## config.mk

```make
export PLATFORM = sky130hd
export DESIGN_NAME = poly_freeplay_engine
export DESIGN_NICKNAME = d
export VERILOG_FILES = /design/src/rtl/poly_freeplay_engine.sv
export SDC_FILE = /design/constraint.sdc
export NUM_CORES = 1
export LEC_CHECK = 0
export CAP_MARGIN = 20
export CELL_PAD_IN_SITES_DETAIL_PLACEMENT = 1
export CELL_PAD_IN_SITES_GLOBAL_PLACEMENT = 1
export CORE_MARGIN = 2
export CORE_UTILIZATION = 45
export CTS_CLUSTER_DIAMETER = 100
export DETAILED_ROUTE_END_ITERATION = 10
export PLACE_DENSITY_LB_ADDON = 0.1
export SETUP_SLACK_MARGIN = 0.02
export SYNTH_ARGS = -nofsm -noshare
export SYNTH_HDL_FRONTEND = slang
export SYNTH_SLANG_ARGS = --single-unit
```

## constraint.sdc

```tcl
create_clock -name clk -period 4.35 [get_ports clk]
set_input_delay 0.87 -clock clk [delete_from_list [all_inputs] [get_ports clk]]
set_output_delay 0.87 -clock clk [all_outputs]
set_load 0.03 [all_outputs]
```

## src/rtl/poly_freeplay_engine.sv

```systemverilog
// rtl/poly_freeplay_engine.sv - polyphonic free-play voice allocator, tone generators and buzzer mixer
// Optional build macro HOLD_RELEASE_EN: an expired voice keeps sounding until its key is released.
module poly_freeplay_engine #(
  parameter int NUM_KEYS    = 7,
  parameter int NUM_VOICES  = 2,
  parameter int PERIOD_BITS = 18,
  parameter int OCT_MAX     = 2,
  parameter int OCT_DEFAULT = 1,
  parameter int LEN_BITS    = 2,
  parameter int DUR_UNIT    = 8,
  parameter int TICK_DIV    = 1250000,
  parameter int MIX_DIV     = 64,
  localparam int OW = (OCT_MAX > 0) ? $clog2(OCT_MAX + 1) : 1,
  localparam int KW = (NUM_KEYS > 1) ? $clog2(NUM_KEYS) : 1,
  localparam int VW = (NUM_VOICES > 1) ? $clog2(NUM_VOICES) : 1,
  localparam int TW = (TICK_DIV > 1) ? $clog2(TICK_DIV) : 1,
  localparam int MW = (MIX_DIV > 1) ? $clog2(MIX_DIV) : 1,
  localparam int RW = $clog2(DUR_UNIT + 1) + (1 << LEN_BITS) - 1
) (
  input  logic                            clk,
  input  logic                            rst_n,
  input  logic                            en,
  input  logic [NUM_KEYS-1:0]             note_key,
  input  logic                            oct_up,
  input  logic                            oct_down,
  input  logic [LEN_BITS-1:0]             length_sel,
  input  logic [NUM_KEYS*PERIOD_BITS-1:0] note_period,
  output logic [NUM_KEYS-1:0]             led,
  output logic                            buzzer,
  output logic [NUM_VOICES-1:0]           voice_active,
  output logic [OW-1:0]                   octave
);

  logic [NUM_KEYS-1:0]    key_q, key_prev_q, pend_q, pend_d;
  logic [OW-1:0]          oct_q, oct_d;
  logic [NUM_VOICES-1:0]  act_q, act_d, ph_q, ph_d;
  logic [KW-1:0]          vkey_q [NUM_VOICES];
  logic [KW-1:0]          vkey_d [NUM_VOICES];
  logic [PERIOD_BITS-1:0] hp_q [NUM_VOICES];
  logic [PERIOD_BITS-1:0] hp_d [NUM_VOICES];
  logic [PERIOD_BITS-1:0] cnt_q [NUM_VOICES];
  logic [PERIOD_BITS-1:0] cnt_d [NUM_VOICES];
  logic [RW-1:0]          rem_q [NUM_VOICES];
  logic [RW-1:0]          rem_d [NUM_VOICES];
  logic [VW-1:0]          steal_q, steal_d, slot_q, slot_d, sel, nxt, idx, hit_v, free_v, avoice;
  logic [TW-1:0]          tick_q, tick_d;
  logic [MW-1:0]          mix_q, mix_d;
  logic                   buz_q, buz_d;
  logic                   alloc, hit, fre, tick_pulse, mix_wrap;
  logic [KW-1:0]          akey;
`ifdef HOLD_RELEASE_EN
  logic [NUM_VOICES-1:0]  exp_q, exp_d;
`endif

  assign tick_pulse   = (tick_q == TW'(TICK_DIV - 1));
  assign mix_wrap     = (mix_q == MW'(MIX_DIV - 1));
  assign voice_active = act_q;
  assign octave       = oct_q;
  assign buzzer       = buz_q;

  always_comb begin
    oct_d = oct_q;
    if (oct_up && !oct_down && oct_q != OW'(OCT_MAX))
      oct_d = oct_q + 1'b1;
    else if (oct_down && !oct_up && oct_q != '0)
      oct_d = oct_q - 1'b1;
  end

  // Allocation target: voice already holding the key, else lowest free voice, else the steal pointer
  always_comb begin
    alloc  = en && (|pend_q);
    akey   = '0;
    hit    = 1'b0;
    fre    = 1'b0;
    hit_v  = '0;
    free_v = '0;
    for (int k = NUM_KEYS - 1; k >= 0; k--)
      if (pend_q[k]) akey = KW'(k);
    for (int v = NUM_VOICES - 1; v >= 0; v--) begin
      if (act_q[v] && vkey_q[v] == akey) begin
        hit   = 1'b1;
        hit_v = VW'(v);
      end
      if (!act_q[v]) begin
        fre    = 1'b1;
        free_v = VW'(v);
      end
    end
    avoice = hit ? hit_v : (fre ? free_v : steal_q);
  end

  always_comb begin
    steal_d = steal_q;
    if (alloc && !hit && !fre)
      steal_d = (steal_q == VW'(NUM_VOICES - 1)) ? '0 : steal_q + 1'b1;
    pend_d = '0;
    if (en) begin
      pend_d = pend_q | (key_q & ~key_prev_q);
      if (alloc && !(key_q[akey] && !key_prev_q[akey]))
        pend_d[akey] = 1'b0;
    end
    tick_d = (!en || tick_pulse) ? '0 : tick_q + 1'b1;
    mix_d  = (!en || mix_wrap) ? '0 : mix_q + 1'b1;
  end

  // Mixer: an idle slot falls through to the next active voice so a lone voice is never muted
  always_comb begin
    sel = slot_q;
    nxt = slot_q;
    idx = '0;
    if (!act_q[slot_q])
      for (int k = NUM_VOICES - 1; k >= 1; k--) begin
        idx = VW'((int'(slot_q) + k) % NUM_VOICES);
        if (act_q[idx]) sel = idx;
      end
    for (int k = NUM_VOICES; k >= 1; k--) begin
      idx = VW'((int'(sel) + k) % NUM_VOICES);
      if (act_q[idx]) nxt = idx;
    end
    slot_d = !en ? '0 : ((mix_wrap && |act_q) ? nxt : slot_q);
    buz_d  = en && (|act_q) && ph_q[sel];
  end

  always_comb begin
    act_d  = act_q;
    ph_d   = ph_q;
    vkey_d = vkey_q;
    hp_d   = hp_q;
    cnt_d  = cnt_q;
    rem_d  = rem_q;
`ifdef HOLD_RELEASE_EN
    exp_d  = exp_q;
`endif
    for (int v = 0; v < NUM_VOICES; v++) begin
      if (!en) begin
        act_d[v] = 1'b0;
        ph_d[v]  = 1'b0;
        cnt_d[v] = '0;
`ifdef HOLD_RELEASE_EN
        exp_d[v] = 1'b0;
`endif
      end else begin
        if (act_q[v]) begin
          if (hp_q[v] == '0) begin
            cnt_d[v] = '0;
            ph_d[v]  = 1'b0;
          end else if (cnt_q[v] == hp_q[v] - 1'b1) begin
            cnt_d[v] = '0;
            ph_d[v]  = ~ph_q[v];
          end else begin
            cnt_d[v] = cnt_q[v] + 1'b1;
          end
          if (tick_pulse) begin
            if (rem_q[v] != '0) begin
              rem_d[v] = rem_q[v] - 1'b1;
            end else begin
`ifdef HOLD_RELEASE_EN
              if (key_q[vkey_q[v]]) exp_d[v] = 1'b1;
              else begin act_d[v] = 1'b0; ph_d[v] = 1'b0; cnt_d[v] = '0; end
`else
              act_d[v] = 1'b0;
              ph_d[v]  = 1'b0;
              cnt_d[v] = '0;
`endif
            end
          end
`ifdef HOLD_RELEASE_EN
          if (exp_q[v] && !key_q[vkey_q[v]]) begin
            act_d[v] = 1'b0;
            ph_d[v]  = 1'b0;
            cnt_d[v] = '0;
            exp_d[v] = 1'b0;
          end
`endif
        end
        if (alloc && avoice == VW'(v)) begin
          act_d[v]  = 1'b1;
          ph_d[v]   = 1'b0;
          cnt_d[v]  = '0;
          vkey_d[v] = akey;
          hp_d[v]   = note_period[int'(akey)*PERIOD_BITS +: PERIOD_BITS] >> oct_q;
          rem_d[v]  = RW'(DUR_UNIT) << length_sel;
`ifdef HOLD_RELEASE_EN
          exp_d[v]  = 1'b0;
`endif
        end
      end
    end
  end

  always_comb begin
    led = '0;
    for (int v = 0; v < NUM_VOICES; v++)
      if (act_q[v]) led[vkey_q[v]] = 1'b1;
  end

  always_ff @(posedge clk or negedge rst_n) begin
    if (!rst_n) begin
      key_q      <= '0;
      key_prev_q <= '0;
      pend_q     <= '0;
      oct_q      <= OW'(OCT_DEFAULT);
      act_q      <= '0;
      ph_q       <= '0;
      steal_q    <= '0;
      slot_q     <= '0;
      tick_q     <= '0;
      mix_q      <= '0;
      buz_q      <= 1'b0;
`ifdef HOLD_RELEASE_EN
      exp_q      <= '0;
`endif
      for (int v = 0; v < NUM_VOICES; v++) begin
        vkey_q[v] <= '0;
        hp_q[v]   <= '0;
        cnt_q[v]  <= '0;
        rem_q[v]  <= '0;
      end
    end else begin
      key_q      <= note_key;
      key_prev_q <= key_q;
      pend_q     <= pend_d;
      oct_q      <= oct_d;
      act_q      <= act_d;
      ph_q       <= ph_d;
      steal_q    <= steal_d;
      slot_q     <= slot_d;
      tick_q     <= tick_d;
      mix_q      <= mix_d;
      buz_q      <= buz_d;
`ifdef HOLD_RELEASE_EN
      exp_q      <= exp_d;
`endif
      vkey_q     <= vkey_d;
      hp_q       <= hp_d;
      cnt_q      <= cnt_d;
      rem_q      <= rem_d;
    end
  end

endmodule

```

==> run metrics <==
critical-path cell list=or4_1 -> o21ai_1 -> nand3_1 -> o31ai_4 -> a21o_1 -> and2_1 -> nand3_1 -> mux2i_1; total gr overflow=0; Pint=3.31 mW; Post-synth EDFFs=0; I/O Buffers=151; Routed WL per cell=22.5 microns; RSZ-0062 raised after global routing=false; final instance area=12,500 sq um; status=finished, final reports clean; cts bufs inserted=17; count of different cell masters after synthesis=79; register share of total power=37.0%; CP max stage cell=or4_1; layout cells sized above 1=7.61%; Worst Setup Start Kind=register; Post-Synthesis Cells=1,217; placer congestion estimate=0.918; Clock Tree Buf Depth=2; synthesized net count=1,367; first-pass GRT wire length=58.3 mm; ANT nets after route=0; synth-to-layout area growth=22.3%; critical path fanouts, max=19; CTS sink count=149; Horiz. Die Dim=154 microns; leakage=5.07 nW; Final period util=88.6%; Die ar.=23,800 sq um; Post-CTS Setup Inserts=0; Fin. Hold Viols=0; number of global-route vias before repair=10,500; clk slew on worst S/H paths=0.07 ns; post-CTS sizing=0; Slew HR=39.8%; row count=55; critical path type=reg2reg; crit end category=register; max-slew violation count=0; clk_skew=0.0129 ns; vias after detailed routing=10,200; sequential share of the synthesized area=36.6%; Worst VDD drop=0.328 mV; clock tree from TritonCTS=yes; ant diodes=0; CP bufs+invs=0; Synth Flop Type=dfrtp_1; Peak Freq=260 MHz; initial drt markers=731; Global Route Usage Sum=31.2%; core area=22,400 sq um; die height=154 microns; max_cap viols=0; vias per cell=6.24; largest net degree at the start of global routing=93; effective utilization at floorplan=45.4%; HP Class=reg2reg; Comb pwr share=37.8%; Final TNS setup=0 ns; Critical Path RT=4.70 ns; crit path time final=3.85 ns; root buf cell=clkbuf_16; # setup viols final=0; crit-path max cell delay=0.82 ns; Hold Buf Count CTS=0; drt pass-1 iters=5; Sw Pwr=2.31 mW; DR DRC count=0; clock share of power=25.2%; FF+latch count, synth=149; Ys Warns=0; Sw Share=41.1%; Critical Path AT=4.20 ns; Skew-Pair Late Insertion Delay=0.44 ns; mean post-synth cell area=8.37 sq um; crit-path most repeated cell=nand3_1; placed instance area=11,900 sq um; # nets final=1,479; # IOs=152; post-synthesis cell area=10,200 sq um; DP Wirelength=26.8 mm; initial antenna violation count=0; PD cells=452 nW/um^2; Worst-Margin Slew=0.903 ns; family with the most delay on the worst path=simple AND/OR/NAND/NOR gates; final WL=36.5 mm; H-Tree Depth=4; Post-synth ARST share=100%
stage by stage:
step	hold WS, ns	std cells	power [mW]	worst slack, ns	utilization (%)
floorplan	0.362	1217	3.43	1.51	-
global placement	0.379	1595	4.11	0.760	53.1
detailed placement	0.378	1595	4.19	0.708	53.1
CTS	0.402	1626	5.63	0.518	55.5
global route	0.423	1626	5.97	0.219	55.5
finish	0.399	1626	5.63	0.497	55.5
worst reg2reg max path: stages, from the launching register on:
cell	delay (ns)
dfrtp_1	0.60
or4_1	0.82
o21ai_1	0.20
nand3_1	0.16
o31ai_4	0.34
a21o_1	0.51
and2_1	0.68
nand3_1	0.20
mux2i_1	0.24
placed cells by master, fill, tap and decap left out, drive strengths merged, types with 6 or more instances in the layout:
| cell type | Yosys | routed |
|---|---|---|
| clkdlybuf4s50 | 0 | 150 |
| dfrtp | 148 | 148 |
| nand2 | 130 | 130 |
| o21ai | 98 | 98 |
| nor2 | 87 | 87 |
| a21oi | 57 | 57 |
| nand3 | 55 | 55 |
| nor3 | 47 | 47 |
| xnor2 | 38 | 38 |
| inv | 30 | 32 |
| and3 | 31 | 31 |
| xor2 | 27 | 27 |
| buf | 21 | 24 |
| mux2i | 23 | 23 |
| nand2b | 22 | 22 |
| nand4 | 22 | 22 |
| clkbuf | 60 | 20 |
| nor4 | 20 | 20 |
| nor2b | 19 | 19 |
| or3 | 18 | 18 |
| a211oi | 18 | 18 |
| mux2 | 16 | 16 |
| a31oi | 14 | 14 |
| a21o | 14 | 14 |
| or4 | 13 | 13 |
| a221oi | 13 | 13 |
| or2 | 12 | 12 |
| a22oi | 12 | 12 |
| and2 | 12 | 12 |
| o22ai | 11 | 11 |
| o211ai | 10 | 10 |
| ha | 10 | 10 |
| a221o | 9 | 9 |
| a22o | 8 | 8 |
| o31ai | 8 | 8 |
| nand3b | 7 | 7 |
| a21boi | 6 | 6 |
| and4 | 6 | 6 |
| nor3b | 6 | 6 |
worst paths after layout:
path                                start              end  slack (ns)  cells past startpoint
worst max-delay path            pend_q[2]        cnt_q[33]        0.50                      8
worst min-delay path             key_q[0]    key_prev_q[0]        0.40                      0
max in group asynchronous           rst_n  voice_active[0]        3.04                      2
min in group asynchronous           rst_n        cnt_q[12]        0.47                      1
worst min register to register   key_q[0]    key_prev_q[0]        0.40                      0
worst max register to register  pend_q[2]        cnt_q[33]        0.50                      8
cell usage after synthesis (14+ instances only):
cell type / n / share of area (%)
a21o_1: 14 / 1.0
buf_2: 17 / 0.84
nand2_1: 130 / 4.8
a211oi_1: 18 / 1.3
nor4_1: 17 / 1.0
inv_1: 29 / 1.1
nand2b_1: 22 / 1.4
a21oi_1: 57 / 2.8
clkbuf_1: 60 / 2.2
nor2b_1: 19 / 1.2
nand3_1: 54 / 2.7
nand4_1: 21 / 1.3
mux2i_1: 23 / 2.3
o21ai_0: 92 / 4.5
dfrtp_1: 148 / 36
or3_1: 18 / 1.1
and3_1: 31 / 1.9
a31oi_1: 14 / 0.86
xor2_1: 27 / 2.3
nor3_1: 46 / 2.3
xnor2_1: 38 / 3.3
mux2_2: 16 / 1.8
nor2_1: 86 / 3.2
registers in the layout, indices dropped and copies added, names as in the netlist:
register      flops
ph_q              2
tick_q           21
mix_q             6
slot_q            1
octave            2
buzzer            1
key_q             7
cnt_q            36
key_prev_q        7
vkey_q            6
rem_q            14
pend_q            7
steal_q           1
hp_q             36
voice_active      2
layer usage:
metal / part of all wire [%] / wire (microns) / global-route usage [%]
met4: 2.0 / 741 / 9.52
met3: 4.4 / 1600 / 4.96
met1: 44 / 16200 / 41.4
met2: 49 / 18000 / 52.4
met5: 0 / 0 / 0
final cells by class:
cell class	instances	area, sq um
clock buffers	20	437
clock inverters	11	105
well taps	285	357
multi-input cells	957	6010
inverters	30	113
flip-flops and latches	149	3730
fillers	2643	9980
repair buffers	174	1700
power groups by stage:
stage	clock (mW)	sequential, mW	combinational [mW]
after detailed placement	0	2.09	2.10
after global placement	0	2.07	2.04
after CTS	1.44	2.07	2.13
after floorplan	0	1.88	1.55
final	1.42	2.08	2.13
after global routing	1.49	2.13	2.35
cell families (layout without fill, tap and decap cells):
| family | after synthesis | after routing | share of synthesized area (%) |
|---|---|---|---|
| compound gates | 322 | 322 | 21.0 |
| xor+xnor | 65 | 65 | 5.59 |
| flops | 149 | 149 | 36.6 |
| buf+inv | 111 | 235 | 4.49 |
| simple gates | 520 | 520 | 26.9 |
| fa+ha+maj | 10 | 10 | 1.23 |
| mux | 40 | 40 | 4.25 |
(Power assumes the default switching activity.)
